--- config.mk ---
export PLATFORM = sky130hd
export DESIGN_NAME = i2c_write_feeder
export DESIGN_NICKNAME = d
export VERILOG_FILES = /design/src/rtl/i2c_write_feeder.sv
export SDC_FILE = /design/constraint.sdc
export NUM_CORES = 1
export LEC_CHECK = 0
export CAP_MARGIN = 20
export CORE_MARGIN = 5
export CORE_UTILIZATION = 59
export CTS_CLUSTER_DIAMETER = 150
export DETAILED_ROUTE_END_ITERATION = 10
export MAX_ROUTING_LAYER = met4
export PLACE_DENSITY = 0.88
export SLEW_MARGIN = 10
export SYNTH_ARGS = -nofsm -noshare
export SYNTH_HDL_FRONTEND = slang
export SYNTH_SLANG_ARGS = --single-unit
--- constraint.sdc ---
create_clock -name clk_in -period 4.51 [get_ports clk_in]
set_clock_uncertainty 0.15 [all_clocks]
set_input_delay 0.451 -clock clk_in [delete_from_list [all_inputs] [get_ports clk_in]]
set_output_delay 0.451 -clock clk_in [all_outputs]
set_load 0.02 [all_outputs]
--- src/rtl/i2c_write_feeder.sv ---
// i2c_write_feeder: write-side front end for the I2C master.
// Bytes are queued in a show-ahead FIFO. A write command (address + byte count) waits for its
// data and for the master to be ready, launches with a one-cycle enable, then feeds the master
// one byte per valid pulse. A stalled master makes the feeder discard the rest of the command
// and report an error.
module i2c_write_feeder #(
   parameter int DEPTH          = 16,
   parameter int TIMEOUT_CYCLES = 4096,
   parameter int CONTINUOUS     = 1
) (
   input  logic                    clk_in,
   input  logic                    rst,
   input  logic                    push_in,
   input  logic [7:0]              push_data_in,
   output logic                    full_out,
   output logic [$clog2(DEPTH):0]  level_out,
   output logic                    ovf_out,
   input  logic                    cmd_valid_in,
   input  logic [6:0]              cmd_addr_in,
   input  logic [5:0]              cmd_bytes_in,
   output logic                    cmd_ready_out,
   output logic                    busy_out,
   output logic                    done_out,
   output logic                    err_out,
   input  logic                    m_ready_in,
   input  logic                    m_valid_in,
   output logic                    m_en_out,
   output logic                    m_rd_wr_out,
   output logic                    m_continuous_out,
   output logic [6:0]              m_address_out,
   output logic [7:0]              m_wr_data_out,
   output logic [5:0]              m_wr_data_bytes_out
);

   localparam int AW = $clog2(DEPTH);
   localparam int LW = AW + 1;
   localparam int WW = $clog2(TIMEOUT_CYCLES + 1);

   localparam logic [6:0]    DEPTH_C    = 7'(DEPTH);
   localparam logic [LW-1:0] FULL_LEVEL = LW'(DEPTH);
   localparam logic [WW-1:0] WD_LAST    = WW'(TIMEOUT_CYCLES - 1);

   typedef enum logic [2:0] {
      ST_IDLE,
      ST_WAIT_DATA,
      ST_WAIT_READY,
      ST_LAUNCH,
      ST_XFER,
      ST_ABORT,
      ST_DONE
   } state_t;

   state_t          state_q, state_d;

   logic [7:0]      mem_q [DEPTH];
   logic [7:0]      mem_d [DEPTH];
   logic [AW-1:0]   wr_ptr_q, wr_ptr_d;
   logic [AW-1:0]   rd_ptr_q, rd_ptr_d;
   logic [LW-1:0]   level_q, level_d;
   logic            ovf_q, ovf_d;

   logic [6:0]      addr_q, addr_d;
   logic [5:0]      bytes_q, bytes_d;
   logic [5:0]      remaining_q, remaining_d;
   logic [WW-1:0]   watchdog_q, watchdog_d;
   logic            err_q, err_d;

   logic            pop_req;
   logic            pop;
   logic            push_ok;
   logic            full;
   logic [6:0]      level_wide;

   assign full       = (level_q == FULL_LEVEL);
   assign level_wide = 7'(level_q);

   // Command sequencing: accept, wait for data and master, launch, feed bytes, abort or finish.
   always_comb begin
      state_d     = state_q;
      addr_d      = addr_q;
      bytes_d     = bytes_q;
      remaining_d = remaining_q;
      watchdog_d  = watchdog_q;
      err_d       = 1'b0;
      pop_req     = 1'b0;

      case (state_q)
         ST_IDLE: begin
            if (cmd_valid_in) begin
               addr_d  = cmd_addr_in;
               bytes_d = cmd_bytes_in;
               if ((cmd_bytes_in == 6'd0) || ({1'b0, cmd_bytes_in} > DEPTH_C)) begin
                  err_d = 1'b1;
               end else begin
                  state_d = ST_WAIT_DATA;
               end
            end
         end

         ST_WAIT_DATA: begin
            if (level_wide >= {1'b0, bytes_q}) begin
               state_d = ST_WAIT_READY;
            end
         end

         ST_WAIT_READY: begin
            if (m_ready_in) begin
               state_d = ST_LAUNCH;
            end
         end

         ST_LAUNCH: begin
            remaining_d = bytes_q;
            watchdog_d  = '0;
            state_d     = ST_XFER;
         end

         ST_XFER: begin
            if (m_valid_in) begin
               pop_req     = 1'b1;
               remaining_d = remaining_q - 6'd1;
               watchdog_d  = '0;
               if (remaining_q == 6'd1) begin
                  state_d = ST_DONE;
               end
            end else if (watchdog_q == WD_LAST) begin
               state_d = ST_ABORT;
            end else begin
               watchdog_d = watchdog_q + WW'(1);
            end
         end

         ST_ABORT: begin
            if (remaining_q != 6'd0) begin
               pop_req     = 1'b1;
               remaining_d = remaining_q - 6'd1;
            end else begin
               err_d   = 1'b1;
               state_d = ST_IDLE;
            end
         end

         ST_DONE: begin
            state_d = ST_IDLE;
         end

         default: begin
            state_d = ST_IDLE;
         end
      endcase
   end

   // FIFO bookkeeping: a push into a full FIFO only succeeds when a pop frees a slot that cycle.
   always_comb begin
      pop      = pop_req && (level_q != '0);
      push_ok  = push_in && (!full || pop);
      ovf_d    = push_in && full && !pop;
      mem_d    = mem_q;
      wr_ptr_d = wr_ptr_q;
      rd_ptr_d = rd_ptr_q;
      level_d  = level_q;

      if (push_ok) begin
         mem_d[wr_ptr_q] = push_data_in;
         wr_ptr_d        = wr_ptr_q + AW'(1);
      end
      if (pop) begin
         rd_ptr_d = rd_ptr_q + AW'(1);
      end
      if (push_ok && !pop) begin
         level_d = level_q + LW'(1);
      end else if (pop && !push_ok) begin
         level_d = level_q - LW'(1);
      end
   end

   // State, FIFO storage and command registers; reset empties everything at once.
   always_ff @(posedge clk_in) begin
      if (rst) begin
         state_q     <= ST_IDLE;
         mem_q       <= '{default: '0};
         wr_ptr_q    <= '0;
         rd_ptr_q    <= '0;
         level_q     <= '0;
         ovf_q       <= 1'b0;
         addr_q      <= '0;
         bytes_q     <= '0;
         remaining_q <= '0;
         watchdog_q  <= '0;
         err_q       <= 1'b0;
      end else begin
         state_q     <= state_d;
         mem_q       <= mem_d;
         wr_ptr_q    <= wr_ptr_d;
         rd_ptr_q    <= rd_ptr_d;
         level_q     <= level_d;
         ovf_q       <= ovf_d;
         addr_q      <= addr_d;
         bytes_q     <= bytes_d;
         remaining_q <= remaining_d;
         watchdog_q  <= watchdog_d;
         err_q       <= err_d;
      end
   end

   assign full_out            = full;
   assign level_out           = level_q;
   assign ovf_out             = ovf_q;
   assign cmd_ready_out       = (state_q == ST_IDLE);
   assign busy_out            = (state_q != ST_IDLE);
   assign done_out            = (state_q == ST_DONE);
   assign err_out             = err_q;
   assign m_en_out            = (state_q == ST_LAUNCH);
   assign m_rd_wr_out         = 1'b0;
   assign m_continuous_out    = (CONTINUOUS != 0);
   assign m_address_out       = addr_q;
   assign m_wr_data_out       = mem_q[rd_ptr_q];
   assign m_wr_data_bytes_out = bytes_q;

endmodule

==> impl_table.tex <==
\begin{tabular}{lr}
\hline
Metric & Value \\
\hline
\multicolumn{2}{l}{\textbf{Logic synthesis}} \\
Post-synth EDFFs & 0 \\
Area share of the largest cell type after synthesis & 42.1\% \\
Dominant combinational cell family by area after synthesis & multiplexers \\
Multiplexer area fraction after synthesis & 26.5\% \\
Sequential fraction of the synthesis area & 42.1\% \\
Biggest area contributors in the synthesized netlist & sky130\_fd\_sc\_hd\_\_dfxtp\_1 42\%, sky130\_fd\_sc\_hd\_\_mux2i\_1 16\%, sky130\_fd\_sc\_hd\_\_mux4\_2 11\%, sky130\_fd\_sc\_hd\_\_nor2\_1 7.7\%, sky130\_fd\_sc\_hd\_\_ha\_1 2.7\% \\
Synthesized area divided by synthesized cell count & 10.1 um2 \\
Mapped Cells & 839 \\
Post-synthesis adder-cell area fraction & 2.89\% \\
Fraction of registers with async set/reset & 0\% \\
Syn Nets & 885 \\
Number of distinct library cells after synthesis & 59 \\
Post-synthesis xor/xnor area fraction & 1.45\% \\
Cell area after synthesis & 8470 um2 \\
Yosys reg bits & 178 \\
Synth warn & 0 \\
Simple logic cell fraction of the synthesized area & 14.5\% \\
Biggest area consumer among synthesized cells & sky130\_fd\_sc\_hd\_\_dfxtp\_1 \\
Area fraction in compound gates after synthesis & 8.56\% \\
Predominant post-synthesis flop cell & sky130\_fd\_sc\_hd\_\_dfxtp\_1 \\
\multicolumn{2}{l}{\textbf{Clock network}} \\
Clock sink total & 178 \\
\# hold bufs at CTS & 0 \\
Buffer cell driving the clock tree root & sky130\_fd\_sc\_hd\_\_clkbuf\_16 \\
CTS-repair resized insts & 0 \\
TritonCTS clock tree & done \\
Later-pin clock latency in the skew report & 440 ps \\
H-tree level count & 4 \\
Post-CTS Setup Bufs & 0 \\
Bufs on Longest Clock Path & 2 \\
Number of buffers created by CTS & 17 \\
Clock transition at the register clock pins on the worst setup and hold paths after CTS & 70 ps \\
\multicolumn{2}{l}{\textbf{Global routing}} \\
Global-route wire length before repair & 31700 um \\
Most congested layer reported by global routing & met2 \\
Global-route met1 utilization & 31.6\% \\
Global-route usage over all layers & 24.8\% \\
Met3 global-route usage & 5.12\% \\
Number of antenna violations at the first check in global routing & 0 \\
Met2 track utilization from global routing & 39.6\% \\
Vias in the first global route & 6216 \\
Pin count of the biggest net entering global routing & 100 \\
Overflow left after global routing & 0 \\
\multicolumn{2}{l}{\textbf{Cells and area}} \\
Fraction of final layout cells sized beyond drive strength 1 & 12.3\% \\
Sequential Area & 3570 um2 \\
Non-Filler Cell Area, Final & 9680 um2 \\
Final net count & 914 \\
Area Overhead vs Synth & 14.2\% \\
Leading cell type in the layout, fill and taps excluded & sky130\_fd\_sc\_hd\_\_dfxtp\_1 \\
\# fillers & 960 \\
Commonest cells after routing, fill and taps aside & 176 x sky130\_fd\_sc\_hd\_\_dfxtp\_1, 173 x sky130\_fd\_sc\_hd\_\_nor2\_1, 133 x sky130\_fd\_sc\_hd\_\_mux2i\_1 \\
Area of the multi-input gates & 4570 um2 \\
Number of inserted diodes & 0 \\
\multicolumn{2}{l}{\textbf{Timing}} \\
Final setup violation count & 0 \\
Final min period & 3620 ps \\
Worst hold-check slack & 304 ps \\
Normalized max-slew margin & 34.2\% \\
Final Slew Violations & 0 \\
Accumulated negative setup slack & 0 ps \\
Slew at the pin closest to its max-slew limit & 987 ps \\
F\_max & 0.276 GHz \\
Setup repair after global routing missed its margin & false \\
Number of hold-slack violations in the final timing report & 0 \\
Share of the cycle needed by the critical path after routing & 80.2\% \\
\multicolumn{2}{l}{\textbf{Routing}} \\
Drt initial violations & 606 \\
Post-detailed-route via-to-cell ratio & 5.99 \\
Router iterations before antenna repair & 5 \\
Number of design rule violations left after detail routing & 0 \\
Total wire length after detailed routing & 19600 um \\
Overall via count from detail\_route & 6355 \\
Count of nets left with antenna violations after detail routing & 0 \\
Routed wire length per instance & 18.5 um \\
\multicolumn{2}{l}{\textbf{Critical path}} \\
Sort of element at the end of the critical path & output port \\
Critical path required time & 3910 ps \\
Setup slack on the worst flop-to-flop path & 940 ps \\
Data arrival, critical path & 3020 ps \\
Setup crit start kind & flip-flop \\
Critical setup path kind & reg -> out \\
Critical Path Fanout Max & 13 \\
\multicolumn{2}{l}{\textbf{Die}} \\
Area of the core & 14000 um2 \\
Top Ports & 62 \\
Initial cell density of the core & 60.6\% \\
Floorplan die height & 130 um \\
Horiz. Die Dim & 130 um \\
Std-Cell Rows & 43 \\
Die ar. & 16900 um2 \\
\multicolumn{2}{l}{\textbf{Power}} \\
Overall Power & 4140 uW \\
Total leakage power & 0.00408 uW \\
VDD IR-drop max & 270 uV \\
Power density over the cells & 428 nW/um2 \\
\multicolumn{2}{l}{\textbf{Outcome}} \\
Run status & completed \\
\multicolumn{2}{l}{\textbf{Hold path}} \\
Class of the worst hold path & reg -> reg \\
\multicolumn{2}{l}{\textbf{Placed design}} \\
Detail Placement HPWL & 12100 um \\
Last weighted congestion value of the routability-driven placer & 0.810 \\
Total cell area at the placement stage & 9080 um2 \\
Number of port buffers & 59 \\
\multicolumn{2}{l}{\textbf{Run}} \\
Max-capacitance violation count & 0 \\
\hline
\end{tabular}
## metal layers
| layer | share of wire [%] | vias up |
|---|---|---|
| li1 | - | 3008 |
| met1 | 43 | 3114 |
| met2 | 49 | 189 |
| met3 | 5.6 | 44 |
| met4 | 2.1 | 0 |
| met5 | 0 | - |
## metrics by stage
step | worst slack [ps] | util [%] | instances
2_1_floorplan | 1040 | - | 839
3_3_place_gp | 894 | 64.9 | 1028
3_5_place_dp | 788 | 64.9 | 1028
4_1_cts | 866 | 69.1 | 1060
5_1_grt | 756 | 69.2 | 1061
6_report | 893 | 69.2 | 1061
## logic make-up (layout without fill, tap and decap cells)
kind of cell               count (synthesis)  after routing
AOI/OAI and AO/OA                         93             93
xor gates and xnor gates                  14             14
adders and majority gates                 19             19
buffers and inverters                     77            119
DFF                                      178            178
muxes                                    174            174
other                                      2              2
and+or+nand+nor                          282            282
## path summary, 6_finish.rpt
check                                      start          endpoint  cells past startpoint
worst min-delay path            m_address_out[6]  m_address_out[6]                      2
worst max-delay path                 rd_ptr_q[0]  m_wr_data_out[1]                      4
worst min register to register  m_address_out[6]  m_address_out[6]                      2
worst max register to register    remaining_q[2]      level_out[4]                     11
## synthesized netlist by cell type, types with 3 or more instances
library cell / n
sky130_fd_sc_hd__xnor2_1: 5
sky130_fd_sc_hd__o21ai_4: 11
sky130_fd_sc_hd__and3_1: 3
sky130_fd_sc_hd__nor4_1: 4
sky130_fd_sc_hd__or4_1: 3
sky130_fd_sc_hd__nor2_1: 173
sky130_fd_sc_hd__o21ai_0: 15
sky130_fd_sc_hd__a211oi_1: 4
sky130_fd_sc_hd__nand2b_1: 4
sky130_fd_sc_hd__nor3b_1: 3
sky130_fd_sc_hd__nand4_1: 8
sky130_fd_sc_hd__buf_2: 13
sky130_fd_sc_hd__mux2i_1: 133
sky130_fd_sc_hd__or3_1: 8
sky130_fd_sc_hd__mux4_2: 40
sky130_fd_sc_hd__nor3_1: 7
sky130_fd_sc_hd__o211ai_1: 6
sky130_fd_sc_hd__buf_1: 3
sky130_fd_sc_hd__dfxtp_1: 178
sky130_fd_sc_hd__inv_1: 18
sky130_fd_sc_hd__a32oi_1: 3
sky130_fd_sc_hd__nand3b_1: 3
sky130_fd_sc_hd__o31ai_1: 3
sky130_fd_sc_hd__nand3_1: 11
sky130_fd_sc_hd__nand2_1: 44
sky130_fd_sc_hd__nor2b_1: 3
sky130_fd_sc_hd__xor2_1: 9
sky130_fd_sc_hd__ha_1: 18
sky130_fd_sc_hd__a21oi_2: 4
sky130_fd_sc_hd__clkbuf_1: 37
sky130_fd_sc_hd__a21oi_1: 29
## critical path, cell delays in order, from the launching register on
cell and delay, ps:
sky130_fd_sc_hd__dfxtp_2 590, sky130_fd_sc_hd__buf_4 370, sky130_fd_sc_hd__mux4_2 550, sky130_fd_sc_hd__mux4_2 510, sky130_fd_sc_hd__clkdlybuf4s50_1 560
## registers in the layout, summed over array words and instances, names as in the netlist
register and cells:
ovf_out 1, wr_ptr_q 4, m_address_out 7, level_out 5
state_q 3, watchdog_q 13, mem_q 128, err_out 1
rd_ptr_q 4, remaining_q 6, m_wr_data_bytes_out 6
## final cells by class
type	count	share of cell area, %
Clock buffer	19	4.58
Tap cell	180	2.33
Multi-Input combinational cell	584	47.2
Timing Repair Buffer	67	6.70
Inverter	20	0.776
Clock inverter	13	1.54
Sequential cell	178	36.9
## power breakdown
| part | internal (uW) | leakage, uW | switching, uW |
|---|---|---|---|
| combinational | 375 | 0.00235 | 503 |
| clock | 843 | 0.000292 | 661 |
| sequential | 1650 | 0.00144 | 103 |
| total | 2870 | 0.00408 | 1270 |
No activity file was read; power rests on OpenSTA's default activity.
